[config.mk]
export PLATFORM = sky130hd
export DESIGN_NAME = regfile_port_ctrl_flat
export DESIGN_NICKNAME = d
export VERILOG_FILES = /design/src/rtl/regfile_port_ctrl_pkg.sv /design/src/rtl/regfile_port_ctrl_if.sv /design/src/rtl/regfile_port_ctrl_wb_fifo.sv /design/src/rtl/regfile_port_ctrl.sv /design/src/flat_wrapper.sv
export SDC_FILE = /design/constraint.sdc
export NUM_CORES = 1
export LEC_CHECK = 0
export ABC_AREA = 1
export BUFFER_PORTS_ARGS = -buffer_cell sky130_fd_sc_hd__clkbuf_2
export CAP_MARGIN = 40
export CORE_UTILIZATION = 40
export CTS_CLUSTER_SIZE = 28
export DETAILED_ROUTE_END_ITERATION = 7
export SKIP_LAST_GASP = 1
export SYNTH_ARGS = -nofsm -noshare
export SYNTH_HDL_FRONTEND = slang
export SYNTH_SLANG_ARGS = --single-unit
[constraint.sdc]
create_clock -name clk -period 7.61 [get_ports clk]
set_input_delay 1.522 -clock clk [delete_from_list [all_inputs] [get_ports clk]]
set_output_delay 1.522 -clock clk [all_outputs]
set_load 0.005 [all_outputs]
[src/rtl/regfile_port_ctrl_pkg.sv]
// Shared constants and the write-buffer entry type for the register-file port controller.
// Operand and address widths live here so the interface, FIFO and top always agree.
package regfile_pkg;

    localparam int DATA_W       = 32;
    localparam int ADDR_W       = 5;
    localparam int NUM_REGS     = 32;
    localparam int WB_DEPTH_DEF = 2;

    typedef struct packed {
        logic [ADDR_W-1:0] addr;
        logic [DATA_W-1:0] data;
    } wb_entry_t;

endpackage

[src/rtl/regfile_port_ctrl_if.sv]
// Decode, execute, write-back and register-file signals of the operand port.
// The master modport is the controller; the slave modport is its surroundings.
interface regfile_port_ctrl_if;
    import regfile_pkg::*;

    logic              dec_valid;
    logic              dec_ready;
    logic [ADDR_W-1:0] dec_rs;
    logic [ADDR_W-1:0] dec_rt;

    logic              ex_valid;
    logic              ex_ready;
    logic [DATA_W-1:0] ex_op1;
    logic [DATA_W-1:0] ex_op2;

    logic              wb_valid;
    logic              wb_ready;
    logic [ADDR_W-1:0] wb_addr;
    logic [DATA_W-1:0] wb_data;

    logic [ADDR_W-1:0] rf_addr1;
    logic [ADDR_W-1:0] rf_addr2;
    logic [DATA_W-1:0] rf_out1;
    logic [DATA_W-1:0] rf_out2;
    logic              rf_rw;
    logic [ADDR_W-1:0] rf_addr3;
    logic [DATA_W-1:0] rf_data3;

    modport master (
        input  dec_valid, dec_rs, dec_rt,
        output dec_ready,
        output ex_valid, ex_op1, ex_op2,
        input  ex_ready,
        input  wb_valid, wb_addr, wb_data,
        output wb_ready,
        output rf_addr1, rf_addr2,
        input  rf_out1, rf_out2,
        output rf_rw, rf_addr3, rf_data3
    );

    modport slave (
        output dec_valid, dec_rs, dec_rt,
        input  dec_ready,
        input  ex_valid, ex_op1, ex_op2,
        output ex_ready,
        output wb_valid, wb_addr, wb_data,
        input  wb_ready,
        input  rf_addr1, rf_addr2,
        output rf_out1, rf_out2,
        input  rf_rw, rf_addr3, rf_data3
    );

endinterface

[src/rtl/regfile_port_ctrl_wb_fifo.sv]
// Circular write-back buffer with an oldest-first view of its live entries, so the
// controller can forward the youngest matching write to either read port.
module wb_fifo
    import regfile_pkg::*;
#(
    parameter int DEPTH = 2
) (
    input  logic                          clk,
    input  logic                          reset,
    input  logic                          push_i,
    input  wb_entry_t                     push_entry_i,
    input  logic                          pop_i,
    input  logic [ADDR_W-1:0]             match_addr1_i,
    input  logic [ADDR_W-1:0]             match_addr2_i,
    output wb_entry_t                     head_o,
    output logic                          full_o,
    output logic                          empty_o,
    output logic [DEPTH-1:0][DATA_W-1:0]  age_data_o,
    output logic [DEPTH-1:0]              match1_o,
    output logic [DEPTH-1:0]              match2_o
);

    localparam int PTR_W = (DEPTH > 1) ? $clog2(DEPTH) : 1;
    localparam int CNT_W = $clog2(DEPTH + 1);

    wb_entry_t        mem_q [DEPTH];
    logic [PTR_W-1:0] wr_ptr_q, wr_ptr_d;
    logic [PTR_W-1:0] rd_ptr_q, rd_ptr_d;
    logic [CNT_W-1:0] count_q, count_d;
    logic             do_push;
    logic             do_pop;

    function automatic logic [PTR_W-1:0] ptr_inc(input logic [PTR_W-1:0] p);
        return (p == PTR_W'(DEPTH - 1)) ? '0 : p + PTR_W'(1);
    endfunction

    assign full_o  = (count_q == CNT_W'(DEPTH));
    assign empty_o = (count_q == '0);
    assign do_push = push_i && !full_o;
    assign do_pop  = pop_i && !empty_o;
    assign head_o  = mem_q[rd_ptr_q];

    always_comb begin
        wr_ptr_d = wr_ptr_q;
        rd_ptr_d = rd_ptr_q;
        count_d  = count_q;
        if (do_push) wr_ptr_d = ptr_inc(wr_ptr_q);
        if (do_pop)  rd_ptr_d = ptr_inc(rd_ptr_q);
        if (do_push && !do_pop) begin
            count_d = count_q + CNT_W'(1);
        end else if (!do_push && do_pop) begin
            count_d = count_q - CNT_W'(1);
        end
    end

    always_ff @(posedge clk) begin
        if (reset) begin
            wr_ptr_q <= '0;
            rd_ptr_q <= '0;
            count_q  <= '0;
        end else begin
            wr_ptr_q <= wr_ptr_d;
            rd_ptr_q <= rd_ptr_d;
            count_q  <= count_d;
        end
    end

    // Storage needs no reset: entries are only observed while count says they are live.
    always_ff @(posedge clk) begin
        if (do_push) mem_q[wr_ptr_q] <= push_entry_i;
    end

    // Walk from the head so index 0 is the oldest entry and higher indices are younger.
    always_comb begin : age_view
        logic [PTR_W-1:0] idx;
        idx        = rd_ptr_q;
        age_data_o = '0;
        match1_o   = '0;
        match2_o   = '0;
        for (int i = 0; i < DEPTH; i++) begin
            age_data_o[i] = mem_q[idx].data;
            if (CNT_W'(i) < count_q) begin
                match1_o[i] = (mem_q[idx].addr == match_addr1_i);
                match2_o[i] = (mem_q[idx].addr == match_addr2_i);
            end
            idx = ptr_inc(idx);
        end
    end

endmodule

[src/rtl/regfile_port_ctrl.sv]
// Operand-fetch and write-back port controller in front of a 2-read/1-write register file.
// Registers operands for execute, buffers write-backs and forwards every pending write.
module regfile_port_ctrl
    import regfile_pkg::*;
#(
    parameter int WB_DEPTH = WB_DEPTH_DEF
) (
    input  logic                 clk,
    input  logic                 reset,
    regfile_port_ctrl_if.master  bus
);

    logic                           ex_valid_q, ex_valid_d;
    logic [DATA_W-1:0]              ex_op1_q, ex_op1_d;
    logic [DATA_W-1:0]              ex_op2_q, ex_op2_d;
    logic                           rf_rw_q;
    wb_entry_t                      drain_q;

    logic                           dec_fire;
    logic                           wb_fire;
    logic                           fifo_full;
    logic                           fifo_empty;
    wb_entry_t                      fifo_head;
    wb_entry_t                      wb_entry;
    logic [WB_DEPTH-1:0][DATA_W-1:0] fifo_age_data;
    logic [WB_DEPTH-1:0]            fifo_match1;
    logic [WB_DEPTH-1:0]            fifo_match2;
    logic [DATA_W-1:0]              fwd_op1;
    logic [DATA_W-1:0]              fwd_op2;

    assign bus.dec_ready = !reset && (!ex_valid_q || bus.ex_ready);
    assign bus.wb_ready  = !reset && !fifo_full;
    assign dec_fire      = bus.dec_valid && bus.dec_ready;
    assign wb_fire       = bus.wb_valid && bus.wb_ready;

    assign bus.rf_addr1  = bus.dec_rs;
    assign bus.rf_addr2  = bus.dec_rt;

    assign wb_entry.addr = bus.wb_addr;
    assign wb_entry.data = bus.wb_data;

    wb_fifo #(
        .DEPTH (WB_DEPTH)
    ) u_wb_fifo (
        .clk           (clk),
        .reset         (reset),
        .push_i        (wb_fire),
        .push_entry_i  (wb_entry),
        .pop_i         (!fifo_empty),
        .match_addr1_i (bus.dec_rs),
        .match_addr2_i (bus.dec_rt),
        .head_o        (fifo_head),
        .full_o        (fifo_full),
        .empty_o       (fifo_empty),
        .age_data_o    (fifo_age_data),
        .match1_o      (fifo_match1),
        .match2_o      (fifo_match2)
    );

    // Lowest priority first so later assignments win: regfile, drain, older..younger buffer, incoming write.
    always_comb begin
        fwd_op1 = bus.rf_out1;
        fwd_op2 = bus.rf_out2;
        if (rf_rw_q && (drain_q.addr == bus.dec_rs)) fwd_op1 = drain_q.data;
        if (rf_rw_q && (drain_q.addr == bus.dec_rt)) fwd_op2 = drain_q.data;
        for (int i = 0; i < WB_DEPTH; i++) begin
            if (fifo_match1[i]) fwd_op1 = fifo_age_data[i];
            if (fifo_match2[i]) fwd_op2 = fifo_age_data[i];
        end
        if (wb_fire && (bus.wb_addr == bus.dec_rs)) fwd_op1 = bus.wb_data;
        if (wb_fire && (bus.wb_addr == bus.dec_rt)) fwd_op2 = bus.wb_data;
    end

    always_comb begin
        ex_valid_d = ex_valid_q;
        ex_op1_d   = ex_op1_q;
        ex_op2_d   = ex_op2_q;
        if (dec_fire) begin
            ex_valid_d = 1'b1;
            ex_op1_d   = fwd_op1;
            ex_op2_d   = fwd_op2;
        end else if (bus.ex_ready) begin
            ex_valid_d = 1'b0;
        end
    end

    always_ff @(posedge clk) begin
        if (reset) begin
            ex_valid_q <= 1'b0;
            ex_op1_q   <= '0;
            ex_op2_q   <= '0;
        end else begin
            ex_valid_q <= ex_valid_d;
            ex_op1_q   <= ex_op1_d;
            ex_op2_q   <= ex_op2_d;
        end
    end

    // The drain register keeps its last address/data after the pulse; only rf_rw marks a live write.
    always_ff @(posedge clk) begin
        if (reset) begin
            rf_rw_q <= 1'b0;
            drain_q <= '0;
        end else if (!fifo_empty) begin
            rf_rw_q <= 1'b1;
            drain_q <= fifo_head;
        end else begin
            rf_rw_q <= 1'b0;
        end
    end

    assign bus.ex_valid = ex_valid_q;
    assign bus.ex_op1   = ex_op1_q;
    assign bus.ex_op2   = ex_op2_q;
    assign bus.rf_rw    = rf_rw_q;
    assign bus.rf_addr3 = drain_q.addr;
    assign bus.rf_data3 = drain_q.data;

endmodule

[src/flat_wrapper.sv]
// flat-port wrapper written by rule: the top's interface ports become plain ports
module regfile_port_ctrl_flat import regfile_pkg::*;
#(
    parameter int WB_DEPTH = WB_DEPTH_DEF
)
  (clk, reset, bus_dec_valid, bus_dec_rs, bus_dec_rt, bus_dec_ready, bus_ex_valid, bus_ex_op1, bus_ex_op2, bus_ex_ready, bus_wb_valid, bus_wb_addr, bus_wb_data, bus_wb_ready, bus_rf_addr1, bus_rf_addr2, bus_rf_out1, bus_rf_out2, bus_rf_rw, bus_rf_addr3, bus_rf_data3);
  regfile_port_ctrl_if bus_i ();
  input  logic clk;
  input  logic reset;
  input wire logic [$bits(bus_i.dec_valid)-1:0] bus_dec_valid;
  input wire logic [$bits(bus_i.dec_rs)-1:0] bus_dec_rs;
  input wire logic [$bits(bus_i.dec_rt)-1:0] bus_dec_rt;
  output wire logic [$bits(bus_i.dec_ready)-1:0] bus_dec_ready;
  output wire logic [$bits(bus_i.ex_valid)-1:0] bus_ex_valid;
  output wire logic [$bits(bus_i.ex_op1)-1:0] bus_ex_op1;
  output wire logic [$bits(bus_i.ex_op2)-1:0] bus_ex_op2;
  input wire logic [$bits(bus_i.ex_ready)-1:0] bus_ex_ready;
  input wire logic [$bits(bus_i.wb_valid)-1:0] bus_wb_valid;
  input wire logic [$bits(bus_i.wb_addr)-1:0] bus_wb_addr;
  input wire logic [$bits(bus_i.wb_data)-1:0] bus_wb_data;
  output wire logic [$bits(bus_i.wb_ready)-1:0] bus_wb_ready;
  output wire logic [$bits(bus_i.rf_addr1)-1:0] bus_rf_addr1;
  output wire logic [$bits(bus_i.rf_addr2)-1:0] bus_rf_addr2;
  input wire logic [$bits(bus_i.rf_out1)-1:0] bus_rf_out1;
  input wire logic [$bits(bus_i.rf_out2)-1:0] bus_rf_out2;
  output wire logic [$bits(bus_i.rf_rw)-1:0] bus_rf_rw;
  output wire logic [$bits(bus_i.rf_addr3)-1:0] bus_rf_addr3;
  output wire logic [$bits(bus_i.rf_data3)-1:0] bus_rf_data3;
  assign bus_i.dec_valid = bus_dec_valid;
  assign bus_i.dec_rs = bus_dec_rs;
  assign bus_i.dec_rt = bus_dec_rt;
  assign bus_dec_ready = bus_i.dec_ready;
  assign bus_ex_valid = bus_i.ex_valid;
  assign bus_ex_op1 = bus_i.ex_op1;
  assign bus_ex_op2 = bus_i.ex_op2;
  assign bus_i.ex_ready = bus_ex_ready;
  assign bus_i.wb_valid = bus_wb_valid;
  assign bus_i.wb_addr = bus_wb_addr;
  assign bus_i.wb_data = bus_wb_data;
  assign bus_wb_ready = bus_i.wb_ready;
  assign bus_rf_addr1 = bus_i.rf_addr1;
  assign bus_rf_addr2 = bus_i.rf_addr2;
  assign bus_i.rf_out1 = bus_rf_out1;
  assign bus_i.rf_out2 = bus_rf_out2;
  assign bus_rf_rw = bus_i.rf_rw;
  assign bus_rf_addr3 = bus_i.rf_addr3;
  assign bus_rf_data3 = bus_i.rf_data3;
  regfile_port_ctrl #(.WB_DEPTH(WB_DEPTH)) u_core (.clk(clk), .reset(reset), .bus(bus_i));
endmodule
### Word level (Yosys, flattened, before mapping)

Memory sizes are Yosys's and may differ from the RTL's. A register that Yosys moved wholly into a read port is not among the register bits.
Cells that the tools add are included.

* reduce and logical (&&, ||, !) cells: 20
* mux-type cells: 23
* $add $sub $neg: 4
* magnitude comparators: 2
* eq/ne operators: 9

Operators by type and width (count)
* 2-to-1 mux 32 bit: 8
* equality test 5 bit: 8
* 2-to-1 mux 1 bit: 13
* logical AND 1 bit: 11
* zero test 1 bit: 5
* less-than comparator 1 x 2 -> 1 bit, first input constant: 2
* 2-to-1 mux 2 bit: 2
* nonzero test 2 bit: 2
* adder 1 bit, second input constant: 2
* adder 2 x 1 -> 2 bit, second input constant: 1
* equality test 2 bit, second input constant: 1
* zero test 2 bit: 1
* subtractor 2 x 1 -> 2 bit, second input constant: 1
* logical OR 1 bit: 1

* memories: 1
* flip-flop bits (word level): 107
* RAM bits: 74
* output and inout bits: 115
* input bits: 116

Memories
* u_core.u_wb_fifo.mem_q: words 2, width 37, read ports 2, clocked after Yosys merged registers in 1, wr ports 1, line regfile_port_ctrl_wb_fifo.sv:26 `wb_entry_t mem_q [DEPTH];`

### Depth between registers and ports, before layout

Gate-level depths: netlist (run 1).

* depth in word-level cells: 9
* depth in mapped cells: 14
* mapped depth without buffers: 13

### Cells and area by module

From an unflattened synthesis (run 1), not the netlist that was laid out.

* cells, all modules: 1791
* area total of the unflattened synthesis: 11456.0 sq um

Modules (own cells, without submodules)
* regfile_port_ctrl: cells each 1346, sequential area each 2062.0 sq um, times used 1, area an instance 7349.5 sq um
* wb_fifo: cells each 445, sequential area each 2322.2 sq um, times used 1, area an instance 4106.4 sq um

### Least setup slack after synthesis (run 1)

Ideal clock, no wire load.

* path kind: input port to flip-flop
* start point: input reset
* end point: memory u_core.u_wb_fifo.mem_q[1][0] in the netlist's numbering (enable)
* setup slack: 3765 ps
* cell stages on the path: 3
* library setup time: 433 ps
* data arrival time: 3412 ps
* data required time: 7177 ps
* cell sequence: nor2_1 > nand2_1 > nor2_1

* word-level cells in the longest chain between the ends: 6

RTL lines
* start, declared: line flat_wrapper.sv:9 `input logic reset;`
* zero test 1 bit: line regfile_port_ctrl.sv:32 `assign bus.wb_ready = !reset && !fifo_full;`
* logical AND 1 bit: line regfile_port_ctrl.sv:32
* logical AND 1 bit: line regfile_port_ctrl.sv:34 `assign wb_fire = bus.wb_valid && bus.wb_ready;`
* logical AND 1 bit: line regfile_port_ctrl_wb_fifo.sv:39 `assign do_push = push_i && !full_o;`
* 2-to-1 mux 1 bit: line regfile_port_ctrl_wb_fifo.sv:70 `if (do_push) mem_q[wr_ptr_q] <= push_entry_i;`
* 2-to-1 mux 1 bit (not written as such): line regfile_port_ctrl_wb_fifo.sv:70
* end, declared: line regfile_port_ctrl_wb_fifo.sv:26

No other way between the ends.

### Final worst setup path (run 1)

* start point: input reset
* end point: output bus_dec_ready

* word-level cells in the longest chain between the ends: 2

RTL lines
* zero test 1 bit: line regfile_port_ctrl.sv:31 `assign bus.dec_ready = !reset && (!ex_valid_q || bus.ex_ready);`
* logical AND 1 bit: line regfile_port_ctrl.sv:31
* end, declared: line flat_wrapper.sv:13 `output wire logic [$bits(bus_i.dec_ready)-1:0] bus_dec_ready;`

No other way between the ends.

==> results of run 1 <==
==> flip-flops by register name, summed over array words and instances (netlist names), named ones only <==
signal and count:
u_core.u_wb_fifo.mem_q 74, u_core.bus.ex_op1 32, u_core.bus.ex_op2 32, u_core.bus.rf_data3 32, u_core.bus.rf_addr3 5, u_core.u_wb_fifo.count_q 2, u_core.bus.ex_valid 1, u_core.bus.rf_rw 1
u_core.u_wb_fifo.rd_ptr_q 1, u_core.u_wb_fifo.wr_ptr_q 1
==> tightest hold or removal path, cell delays in order (launching register included) <==
cell     delay, ns
dfxtp_1       0.31
nand2_1       0.06
a21oi_1       0.05
==> through the flow <==
step	hold slack [ns]	power, mW	cell area (µm²)	util	setup WS, ns
after floorplan	0.462	2.22	11200	-	3.77
after detailed placement	0.455	2.87	12800	0.469	3.58
after global routing	0.480	3.95	13300	0.490	3.67
after CTS	0.466	3.73	13300	0.490	3.82
after global placement	0.454	2.77	12500	0.459	2.92
final	0.464	3.75	13300	0.491	3.83
==> area by class of cell <==
type,count,area (µm²)
clock inverter,11,100
antenna,1,2.50
tap,372,465
multi-input combinational,1164,5690
clock buffer,21,470
inverter,177,664
timing repair buffer,257,1550
sequential,182,4390
fill,2781,13800
==> metal layers <==
metal | GRT usage | part of all wire | routed length [µm]
met3 | 0.0536 | 0.092 | 3760
met2 | 0.459 | 0.46 | 18600
met5 | 0 | 0.00042 | 17
met1 | 0.376 | 0.43 | 17500
met4 | 0.105 | 0.024 | 995
==> cell usage in the layout, fill, tap and decap left out, types with 8 or more instances in the layout <==
cell type / n
nand3_1: 174
o21ai_0: 12
inv_1: 170
nor2_1: 135
clkbuf_2: 229
buf_16: 8
a21oi_1: 173
nand2_1: 485
buf_4: 17
edfxtp_1: 74
nand4_1: 71
dfxtp_1: 106
clkbuf_16: 17
mux2i_1: 60
nor2_4: 15
==> worst paths after layout <==
path	from	to	slack [ns]	cells after the start
setup reg to reg	u_core.u_wb_fifo.count_q[0]$_SDFFE_PP0P_	u_core.bus.ex_op2[17]$_SDFFE_PP0P_	3.89	15
hold reg to reg	u_core.bus.ex_op1[3]$_SDFFE_PP0P_	u_core.bus.ex_op1[3]$_SDFFE_PP0P_	0.46	2
setup / recovery	reset	bus_dec_ready	3.83	3
hold / removal	u_core.bus.ex_op1[3]$_SDFFE_PP0P_	u_core.bus.ex_op1[3]$_SDFFE_PP0P_	0.46	2
==> power groups by stage <==
stage | Clock (mW) | Combinational, mW | Sequential [mW]
detailed placement | 0 | 1.54 | 1.33
global route | 0.923 | 1.70 | 1.32
global placement | 0 | 1.44 | 1.32
CTS | 0.884 | 1.55 | 1.30
floorplan | 0 | 0.942 | 1.28
finish | 0.875 | 1.57 | 1.31
==> cell families after synthesis <==
family | Yosys count | synth area share
flops | 182 | 0.392
fa+ha+maj | 4 | 0.00447
xor+xnor | 9 | 0.00704
simple gates | 897 | 0.345
mux | 60 | 0.0537
buf+inv | 295 | 0.110
compound gates | 194 | 0.0874
==> metrics.txt, run 1 <==
register share of total power=0.348; Synth Net Count=approximately 1,800; outcome=finished, final reports clean; Gate power share=0.418; Post-synth EDFFs=between 70 and 80; critical path class=input port to output port; internal power=approximately 2.2 mW; Area Overhead vs Synth=19.1%; layout cell share with drive strength beyond 1=0.182; detailed-route wire length=just over 40 mm; WP data arrival=around 2.3 ns; Hold Fails Final Rpt=0; cell with the most instances after synthesis=nand2_1; Post-Place Cells=about 2,200; largest net degree at the start of global routing=77; fin crit share=0.497; Clk pwr share=0.233; P_sw=about 1.6 mW; Critical Path Start Type=input port; main area contributors after synthesis=edfxtp_1 20%, dfxtp_1 19%, nand2_1 16%, nand3_1 7.9%, a21oi_1 7.7%; number of library cell types mapped by synthesis=32; Sw Ratio=0.425; Post-route DRC=0; Top delay family on crit path=buffers and inverters; Setup TNS=0 ns; CP cell instances=buf_4, a21oi_1, clkbuf_2; antenna-violating nets left=0; ys async rst share=0; Post-Synthesis Cells=1,641; RePlAce Congestion=0.915; first-pass GRT wire length=62.2 mm; Post-CTS Setup Inserts=0; synthesized cell area=0.0112 mm²; Slew @ Worst Pin=~0.89 ns; sequential fraction of the synthesis area=0.392; drt initial violations=between 1,000 and 1,500; maximum clock frequency=roughly 260 MHz; DPL Wire Length=between 20 and 30 mm; Vias=around 12,000; cts repair resizes=0; PwrDens=approximately 280 mW/mm²; Max Cap Viol=0; initial antenna violation count=2; Bufs on Longest Clock Path=2; flops & latches, synth=approximately 180; top cell type's share of synthesized area=0.199; Leakage=6.53 nW; IO Pins=231; All-Layer GR Usage=0.284; Buf/Inv on CP=2; vias in the first global route=approximately 11,000; worst min path class=flip-flop to flip-flop; die height=169 µm; CTS tree=built; commonest cells in the netlist=486 x nand2_1, 176 x nand3_1, 173 x a21oi_1, 170 x inv_1, 142 x nor2_1; die area=0.0286 mm²; Final Setup Violations=0; Slew HR=0.407; H-tree depth=4; CTS Buf Count=17; final-report max-slew violation count=0; routed length per placed instance=roughly 19 µm; worst vdd ir=between 0.0001 and 0.00015 V; Port Buffer Count=230; Clock Latency Late Sink=0.44 ns; clk slew on worst S/H paths=0.07 ns; core area=0.0272 mm²; Clock Root Buffer=clkbuf_16; Die X=169 µm; Core Rows=60; post-layout min period=~3.8 ns; Post-CTS Hold Fix Bufs=0; DRT Pass-1 Iters=5; Synth area leader=edfxtp_1; required time worst endpoint=between 6 and 7 ns; Mean Syn Cell Area=~6.8 µm²; Yosys warnings=0; total grt overflow=0; RSZ-0062 raised after global routing=false; prevailing post-synth register cell=dfxtp_1; CTS Sinks=~180; Initial Util=0.412; post-DR vias/cell=about 5.4; final non-filler cell total=around 2,200; NumNets Final=between 1,500 and 2,000; Worst setup EP type=output port; Crit Path Max Fanout=36; Final Skew=between 0.01 and 0.015 ns; Critical Path Slowest Stage Cell=a21oi_1; worst stage delay on the critical path=~0.30 ns
Note: power is estimated with default switching activity, not from simulation.
==> inputs of run 2 (changes only) <==
--- a/config.mk
+++ b/config.mk
@@ -5,7 +5,7 @@
 export SDC_FILE = /design/constraint.sdc
 export NUM_CORES = 1
 export LEC_CHECK = 0
-export ABC_AREA = 1
+export ABC_AREA = 0
 export BUFFER_PORTS_ARGS = -buffer_cell sky130_fd_sc_hd__clkbuf_2
 export CAP_MARGIN = 40
 export CORE_UTILIZATION = 40
==> constraint.sdc (replaced) <==
create_clock -name clk -period 3.86 [get_ports clk]
set_input_delay 0.772 -clock clk [delete_from_list [all_inputs] [get_ports clk]]
set_output_delay 0.772 -clock clk [all_outputs]
set_load 0.005 [all_outputs]
==> metrics.txt, run 2 <==
Die X=162 µm (-4.4%); CTS tree=built; P_sw=2.52 mW (+58%); layout cell share with drive strength beyond 1=0.259 (+0.0773); RSZ-0062 raised after global routing=false; post-layout min period=slightly above 3 ns; Slew @ Worst Pin=0.887 ns (-0.00273 ns); final instance area=0.0124 mm² (-6.7%); Crit Path Max Fanout=33 (-8.3%); outcome=finished, final reports clean; CTS Buf Count=17 (unchanged); Max Cap Viol=0 (unchanged); commonest cells in the netlist=130 x a21oi_1, 108 x dfxtp_1, 103 x mux2i_1, 92 x nor2_1, 82 x clkbuf_1; cell with the most instances after synthesis=a21oi_1; Post-CTS Setup Inserts=0 (unchanged); Initial Util=0.407 (-0.00512); main area contributors after synthesis=edfxtp_1 22%, dfxtp_1 21%, mux2i_1 10%, a21oi_1 6.4%, nor2_1 3.4%; Synth area leader=edfxtp_1; most frequent cells in the layout=230 x clkbuf_2, 129 x a21oi_1, 106 x dfxtp_1, 103 x mux2i_1, 89 x nor2_1; Clk pwr share=0.276 (+0.043); cts repair resizes=0 (unchanged); worst min path class=flip-flop to flip-flop; Final Skew=0.0144 ns (+0.00327 ns); register share of total power=0.380 (+0.032); internal power=4.28 mW (+98%); Core Rows=58 (-3.3%); Leakage=4.88 nW (-25%); vias in the first global route=9,455 (-14%); antenna-violating nets left=0 (unchanged); Final Setup Violations=0 (unchanged); ANT cells=0 (-1); ys async rst share=0 (unchanged); clk slew on worst S/H paths=0.07 ns (about the same); top cell type's share of synthesized area=0.218 (+0.0191); Post-CTS Hold Fix Bufs=0 (unchanged); detailed-route wire length=37.1 mm (-9.4%); Critical Path Start Type=flip-flop; Mean Syn Cell Area=9.15 µm² (+34%); Bufs on Longest Clock Path=2 (unchanged); Setup TNS=0 ns (unchanged); Post-synth EDFFs=74 (unchanged); H-tree depth=4 (unchanged); post-DR vias/cell=6.01 (+12%); Slew HR=0.408 (+0.00182); All-Layer GR Usage=0.279 (-0.00465); Area Overhead vs Synth=21.8%; most common cell after layout, fill and taps aside=clkbuf_2; maximum clock frequency=327 MHz; die height=162 µm (-4.4%); Post-route DRC=0 (unchanged); RePlAce Congestion=0.814 (-11%); largest net degree at the start of global routing=50 (-35%); number of library cell types mapped by synthesis=52 (+63%); final-report max-slew violation count=0 (unchanged); Yosys warnings=0 (unchanged); Synth Net Count=1,236 (-30%); required time worst endpoint=4.19 ns (-1.90 ns); core area=0.0251 mm² (-7.6%); total grt overflow=0 (unchanged); Worst setup EP type=flip-flop; synthesized cell area=0.0102 mm² (-8.8%); Gate power share=0.344 (-0.074); Vias=9,807 (-17%); WP data arrival=3.39 ns (+1.13 ns); DPL Wire Length=24.3 mm (-7.0%); max reg flops=74 (unchanged); first-pass GRT wire length=55.3 mm (-11%); CTS Sinks=182 (unchanged); Hold Fails Final Rpt=0 (unchanged); prevailing post-synth register cell=dfxtp_1; Clock Root Buffer=clkbuf_16; NumNets Final=1,409 (-27%); critical path class=flip-flop to flip-flop; flops & latches, synth=182 (unchanged); Post-Synthesis Cells=1,116 (-32%); fin crit share=0.792; sequential fraction of the synthesis area=0.429 (+0.0376); die area=0.0262 mm² (-8.7%); PwrDens=546 mW/mm² (+94%); IO Pins=231 (unchanged); worst vdd ir=0.000295 V (+120%); initial antenna violation count=0 (-2); Port Buffer Count=230 (unchanged); routed length per placed instance=22.7 µm (+21%); drt initial violations=1,015 (-5.5%); Clock Latency Late Sink=0.44 ns (about the same); DRT Pass-1 Iters=5 (unchanged); Sw Ratio=0.371 (-0.0541); dpl cell area=0.0118 mm² (-7.5%); Largest Register=u_core.u_wb_fifo.mem_q
==> run 2: cell types whose count changed after synthesis, sizes merged, moves of 18 or more <==
cell	delta
nor3	+43
o22ai	+46
nand3	-138
nor2b	+20
nand4	-69
xnor2	+18
mux2i	+45
nand2	-411
inv	-173
nand4b	+22
a221o	+22
a21oi	-43
nor2	-59
==> run 2: cell type report <==
cell class / count / area [µm²]
fillers: 2486 / 12700
multi-input cells: 816 / 5410
flip-flops and latches: 182 / 4390
repair buffers: 269 / 1580
clock buffers: 23 / 519
well taps: 330 / 413
clock inverters: 9 / 110
inverters: 3 / 11.3
==> run 2: worst max-delay path, cell delays in order (launching register included) <==
cell      delay, ns
dfxtp_2        0.48
mux2i_1        0.43
xnor2_1        0.15
or4_2          1.13
a2111o_1       0.53
a21oi_1        0.13
o21ai_1        0.08
==> run 2: cells by family after synthesis <==
| group | share of synthesized area |
|---|---|
| AO/OA/AOI/OAI | 0.203 |
| XOR/XNOR | 0.0377 |
| adder cells (fa/ha/maj) | 0.00490 |
| buffers and inverters | 0.0501 |
| flip-flops | 0.429 |
| multiplexers | 0.118 |
| AND/OR/NAND/NOR | 0.157 |
==> run 2: final timing paths <==
path / start / end / slack, ns / cells after the start
max: flip-flop / u_core.bus.ex_op1[31]$_SDFFE_PP0P_ / 0.80 / 6
min: u_core.bus.ex_op1[19]$_SDFFE_PP0P_ / u_core.bus.ex_op1[19]$_SDFFE_PP0P_ / 0.46 / 2
max reg2reg: flip-flop / u_core.bus.ex_op1[31]$_SDFFE_PP0P_ / 0.80 / 6
min reg2reg: u_core.bus.ex_op1[19]$_SDFFE_PP0P_ / u_core.bus.ex_op1[19]$_SDFFE_PP0P_ / 0.46 / 2
==> run 2: power groups by stage <==
| stage | logic, mW | registers (mW) | clock network, mW |
|---|---|---|---|
| after floorplan | 1.41 | 2.54 | 0 |
| after global placement | 2.22 | 2.62 | 0 |
| after detailed placement | 2.30 | 2.62 | 0 |
| after CTS | 2.31 | 2.58 | 1.89 |
| after global routing | 2.50 | 2.61 | 1.96 |
| final | 2.34 | 2.58 | 1.87 |
==> run 2: routing by layer <==
layer / global-route usage / part of all wire / routed length, µm / vias to the layer above
met5: 0 / 0 / 0 / -
met4: 0.104 / 0.024 / 906 / 0
li1: - / - / - / 4504
met1: 0.370 / 0.43 / 15800 / 4702
met3: 0.0636 / 0.093 / 3450 / 58
met2: 0.442 / 0.46 / 16900 / 543
==> run 2: per-stage QoR <==
step | setup slack, ns | std cells | total power, mW | hold slack [ns] | util
final | 0.802 | 1632 | 6.79 | 0.462 | 0.495
after global routing | 0.657 | 1632 | 7.07 | 0.492 | 0.495
after CTS | 0.833 | 1632 | 6.77 | 0.461 | 0.495
after global placement | 0.755 | 1595 | 4.85 | 0.441 | 0.465
after floorplan | 0.583 | 1116 | 3.95 | 0.443 | -
after detailed placement | 0.720 | 1600 | 4.92 | 0.445 | 0.470
